$ cat config.mk
export PLATFORM = sky130hd
export DESIGN_NAME = segment_7_to_bcd_rx
export DESIGN_NICKNAME = d
export VERILOG_FILES = /design/src/rtl/segment_7_to_bcd_rx.sv
export SDC_FILE = /design/constraint.sdc
export NUM_CORES = 1
export LEC_CHECK = 0
export CAP_MARGIN = 20
export CORE_MARGIN = 5
export CORE_UTILIZATION = 60
export CTS_BUF_LIST = sky130_fd_sc_hd__clkbuf_8
export DETAILED_ROUTE_END_ITERATION = 16
export PLACE_DENSITY = 0.82
export SLEW_MARGIN = 5
export SYNTH_ARGS = -nofsm -noshare
export SYNTH_HDL_FRONTEND = slang
export SYNTH_SLANG_ARGS = --single-unit
$ cat constraint.sdc
create_clock -name clk -period 5.6 [get_ports clk]
set_clock_uncertainty 0.2 [all_clocks]
set_input_delay 1.12 -clock clk [delete_from_list [all_inputs] [get_ports clk]]
set_output_delay 1.12 -clock clk [all_outputs]
set_load 0.02 [all_outputs]
$ cat src/rtl/segment_7_to_bcd_rx.sv
// Seven-segment receiver: synchronizes seg_in, debounces it and reports each new stable digit once.
// Latency: digit_valid rises on the (STABLE_CYCLES+3)th clk edge after seg_in settles (FSM in IDLE).
// Backpressure: a result is held unchanged until digit_ready; the filter keeps running meanwhile.
//
// Ports:
//   clk, rst_n        - single clock, asynchronous active-low reset
//   seg_in[6:0]       - asynchronous segment lines, bit6=a .. bit0=g, active high
//   digit_ready       - consumer accept strobe
//   digit_valid       - digit/digit_illegal hold a captured result
//   digit[3:0]        - BCD 0..9, or 4'hF for an illegal pattern
//   digit_illegal     - captured pattern is nonzero and not a decimal digit
//   err_count[7:0]    - saturating count of illegal reports (only with SEG_RX_ERR_CNT_EN)
// Optional feature macro: SEG_RX_ERR_CNT_EN
module segment_7_to_bcd_rx #(
    parameter int STABLE_CYCLES = 4
) (
    input  logic       clk,
    input  logic       rst_n,
    input  logic [6:0] seg_in,
    input  logic       digit_ready,
    output logic       digit_valid,
    output logic [3:0] digit,
    output logic       digit_illegal
`ifdef SEG_RX_ERR_CNT_EN
    ,
    output logic [7:0] err_count
`endif
);

    localparam logic [0:0] ST_IDLE    = 1'b0;
    localparam logic [0:0] ST_PRESENT = 1'b1;
    localparam logic [3:0] STABLE_MAX = 4'(STABLE_CYCLES);

    // Returns {illegal, bcd}; blank decodes to zero but is never reported.
    function automatic logic [4:0] decode(input logic [6:0] p);
        logic [4:0] r;
        case (p)
            7'b1111110: r = 5'h00;
            7'b0110000: r = 5'h01;
            7'b1101101: r = 5'h02;
            7'b1111001: r = 5'h03;
            7'b0110011: r = 5'h04;
            7'b1011011: r = 5'h05;
            7'b1011111: r = 5'h06;
            7'b1110000: r = 5'h07;
            7'b1111111: r = 5'h08;
            7'b1111011: r = 5'h09;
            7'b0000000: r = 5'h00;
            default:    r = 5'h1F;
        endcase
        return r;
    endfunction

    logic [6:0] sync1_q, sync2_q;
    logic [6:0] cand_q, cand_d;
    logic [3:0] cnt_q, cnt_d;
    logic [6:0] last_q, last_d;
    logic [0:0] state_q, state_d;
    logic       valid_q, valid_d;
    logic [3:0] digit_q, digit_d;
    logic       illegal_q, illegal_d;
    logic [6:0] sample;
    logic [4:0] dec;
    logic       accept;
    logic       blank_stable;

    assign sample = sync2_q;
    assign dec    = decode(cand_q);

    // A new report needs a fully settled candidate that differs from the last report.
    assign accept = (state_q == ST_IDLE) && (cnt_q == STABLE_MAX) && (sample == cand_q)
                    && (cand_q != last_q) && (cand_q != 7'd0);
    // A settled blank re-arms reporting so the same digit can be shown again.
    assign blank_stable = (cnt_q == STABLE_MAX) && (cand_q == 7'd0);

    always_comb begin
        cand_d    = cand_q;
        cnt_d     = cnt_q;
        last_d    = last_q;
        state_d   = state_q;
        valid_d   = valid_q;
        digit_d   = digit_q;
        illegal_d = illegal_q;

        // Stability filter runs in every state.
        if (sample != cand_q) begin
            cand_d = sample;
            cnt_d  = 4'd1;
        end else if (cnt_q != STABLE_MAX) begin
            cnt_d = cnt_q + 4'd1;
        end

        case (state_q)
            ST_IDLE: begin
                if (accept) begin
                    state_d   = ST_PRESENT;
                    valid_d   = 1'b1;
                    digit_d   = dec[3:0];
                    illegal_d = dec[4];
                    last_d    = cand_q;
                end else if (blank_stable) begin
                    last_d = 7'd0;
                end
            end
            default: begin
                if (digit_ready) begin
                    state_d = ST_IDLE;
                    valid_d = 1'b0;
                end
            end
        endcase
    end

    always_ff @(posedge clk or negedge rst_n) begin
        if (!rst_n) begin
            sync1_q   <= 7'd0;
            sync2_q   <= 7'd0;
            cand_q    <= 7'd0;
            cnt_q     <= 4'd0;
            last_q    <= 7'd0;
            state_q   <= ST_IDLE;
            valid_q   <= 1'b0;
            digit_q   <= 4'd0;
            illegal_q <= 1'b0;
        end else begin
            sync1_q   <= seg_in;
            sync2_q   <= sync1_q;
            cand_q    <= cand_d;
            cnt_q     <= cnt_d;
            last_q    <= last_d;
            state_q   <= state_d;
            valid_q   <= valid_d;
            digit_q   <= digit_d;
            illegal_q <= illegal_d;
        end
    end

    assign digit_valid   = valid_q;
    assign digit         = digit_q;
    assign digit_illegal = illegal_q;

`ifdef SEG_RX_ERR_CNT_EN
    logic [7:0] err_q, err_d;

    always_comb begin
        err_d = err_q;
        if (accept && dec[4] && (err_q != 8'hFF)) begin
            err_d = err_q + 8'd1;
        end
    end

    always_ff @(posedge clk or negedge rst_n) begin
        if (!rst_n) begin
            err_q <= 8'd0;
        end else begin
            err_q <= err_d;
        end
    end

    assign err_count = err_q;
`endif

endmodule

==> impl_metrics.ini <==
[critical_path]
r2r-end = digit[2]$_DFFE_PN0P_
reg2reg_depth = 7
startpoint_type = flop
ff2ff_setup_slack_ns = 2.76
worst-setup-path-type = flop to flop
worstPathMaxFanout = 12
arrival_ns = 2.82
reg2reg_from = cnt_q[0]$_DFFE_PN0P_
cp-end-kind = flop
crit_required_ns = 5.58

[sta]
tightestPinTransition_ns = 0.8150
period_share_pct = 50.69
final_max_slew_viol_count = 0
fmax_mhz = 352.3
rsz0062_at_grt = false
relSlewSlack_pct = 45.67
whs_ns = 0.1524
finalHoldViolations = 0
min_period_ns = 2.839
finalSetupTns_ns = 0
setup_viol = 0
setup_ws_ns = 2.761

[route]
routed_wl_um = 3168
viasPerCell = 6.034
drc_errors = 0
wl_per_cell_um = 15.61
dr_total_vias = 1225
dr.first_iter.drc_count = 53
antenna_left = 0
drtPass1Iterations = 4

[final_layout]
n_antenna_cell = 0
drive_above_1_share_pct = 9.412
nets = 181
fin_cells = 203
multiInputGateArea_um2 = 755.7
area_growth_pct = 12.01
postLayoutCellArea_um2 = 2042
post-route-util_pct = 68.57
regArea_um2 = 975.9
nFillCells = 231

[clocking]
cts_tree = done
cts_buffers = 5
htreeDepth = 2
clk_pin_slew_ns = 0.08
cts_hold_buf = 0
cts_max_path_buffers = 2
postCtsSetupBuffers = 0
clock_sinks = 39
root_buffer = clkbuf_8
cts-resized-gates = 0
clock_latency_ns = 0.29

[run_status]
status = finished clean

[synth]
synth_largest_area_cell = dfrtp_1
ys_types = 41
yosys-top-cells-count = 39 x dfrtp_1, 9 x clkbuf_1, 9 x xnor2_1, 8 x a21oi_1, 8 x nor2_1
yosysWarnings = 0
yosys-top-cells-area = dfrtp_1 54%, xnor2_1 4.3%, a22o_1 3.4%
synth_most_common_cell = dfrtp_1
synth_nets = 176
synthFlopType = dfrtp_1
synthCells = 164
yosysTopAreaCellShare_pct = 53.53
postSynth.asyncResetShare_pct = 100.0
yosysSeqAreaShare_pct = 53.53
syn_area_um2 = 1823
avgSynthCellArea_um2 = 11.12
ys_ff_latch = 39
synth-edff-count = 0

[place]
numPortBuffers = 15
placedCellCount = 195
post-place-ws_ns = 2.848
dpl-instance-area_um2 = 1929
gp_congestion = 0.8183
dp_hpwl_um = 2305

[floorplanning]
io-pin-count = 16
rows = 20
initial_core_util_pct = 61.22
fp.dieW_um = 65.12
fp.dieH_um = 65.12
dieArea_um2 = 4241
core_um2 = 2978

[pwr]
switching_power_mw = 0.1252
total_power_mw = 0.5628
clockPowerShare_pct = 40.9
p_leak_nw = 0.8172
switching_share_pct = 22.25
power_frac_comb_pct = 5.5
peakVddDrop_mv = 0.2392
p_per_area_nw_per_um2 = 275.6
seqPwrFrac_pct = 53.7
p_int_mw = 0.4376

[grt]
antenna_found_initial = 0
grt_max_degree = 40
first_global_vias = 1218
grt_overflow_total = 0
grt_pass1_wl_um = 5609
track_usage_pct = 17.45

[hold_path]
hold_start = sync1_q[5]$_DFF_PN0_
hold_depth = 0
min_to = sample[5]$_DFF_PN0_
min_path_type = flop to flop

[run]
cap_violations = 0
## worst max-delay path: stages (launching register included)
cell	delay (ns)
dfrtp_1	0.42
inv_1	0.07
ha_1	0.21
nand4bb_1	0.35
nor4b_1	0.56
o211a_1	0.46
nand2_1	0.16
mux2_2	0.29
## cells by family after synthesis
logic type	share of synthesized area [%]
muxes	1.167
buffers and inverters	5.010
xor gates and xnor gates	7.207
DFF	53.53
adders and majority gates	1.372
and+or+nand+nor	14.83
AOI/OAI and AO/OA	16.88
## cells in the final DEF, fill, tap and decap left out, types with 2 or more instances in the layout
master	Yosys	final
dfrtp_1	39	39
clkdlybuf4s50_1	0	14
xnor2_1	9	9
nor2_1	8	8
a21oi_1	8	8
nand2_1	7	7
o21ai_0	7	7
a22o_1	7	7
a21o_1	7	7
xor2_1	6	6
nand3_1	5	5
clkbuf_8	0	5
inv_1	3	3
or2_2	3	3
nand4_1	3	3
nor4_1	3	3
nor3_1	3	3
and3_1	2	2
nor4bb_1	2	2
o31ai_1	2	2
a211oi_1	2	2
nand2b_1	2	2
ha_1	2	2
## sequential cells by signal, indices dropped and copies added (netlist names)
signal	flops
sync1_q	7
digit_illegal	1
state_q	1
last_q	7
cand_q	7
digit	4
digit_valid	1
sample	7
cnt_q	4
## how the worst max path moves through the flow
stage | slack, ns | from | end | cells past startpoint
2_1_floorplan | 3.46 | cnt_q[0]$_DFFE_PN0P_ | digit[0]$_DFFE_PN0P_ | 8
3_3_place_gp | 3.07 | cnt_q[0]$_DFFE_PN0P_ | digit[2]$_DFFE_PN0P_ | 7
3_5_place_dp | 2.85 | cnt_q[0]$_DFFE_PN0P_ | digit[2]$_DFFE_PN0P_ | 7
4_1_cts | 2.81 | cnt_q[0]$_DFFE_PN0P_ | digit[2]$_DFFE_PN0P_ | 7
5_1_grt | 2.54 | cnt_q[0]$_DFFE_PN0P_ | digit[2]$_DFFE_PN0P_ | 7
6_report | 2.76 | cnt_q[0]$_DFFE_PN0P_ | digit[2]$_DFFE_PN0P_ | 7
## power by group through the flow
stage	logic (mW)	registers, mW	clock network, mW
finish	0.0308	0.302	0.230
global route	0.0347	0.304	0.249
CTS	0.0314	0.302	0.235
detailed placement	0.0312	0.308	0
global placement	0.0303	0.307	0
floorplan	0.0240	0.300	0
## cell type report
| cell class | instances | area share, % |
|---|---|---|
| Clock inverter | 3 | 2.145 |
| Multi-Input combinational cell | 105 | 37.01 |
| Clock buffer | 5 | 3.370 |
| Timing Repair Buffer | 15 | 7.108 |
| Tap cell | 33 | 2.022 |
| Inverter | 3 | 0.5515 |
| Sequential cell | 39 | 47.79 |
## routing by layer
layer / vias to the layer above / share of wire [%] / wire, um / track usage [%]
li1: 587 / - / - / -
met1: 604 / 42 / 1334 / 20.23
met5: - / 0 / 0 / 0
met4: 0 / 1.9 / 60 / 6.736
met2: 28 / 51 / 1617 / 30.27
met3: 6 / 4.9 / 155 / 5.299
No activity file was read; power rests on OpenSTA's default activity.
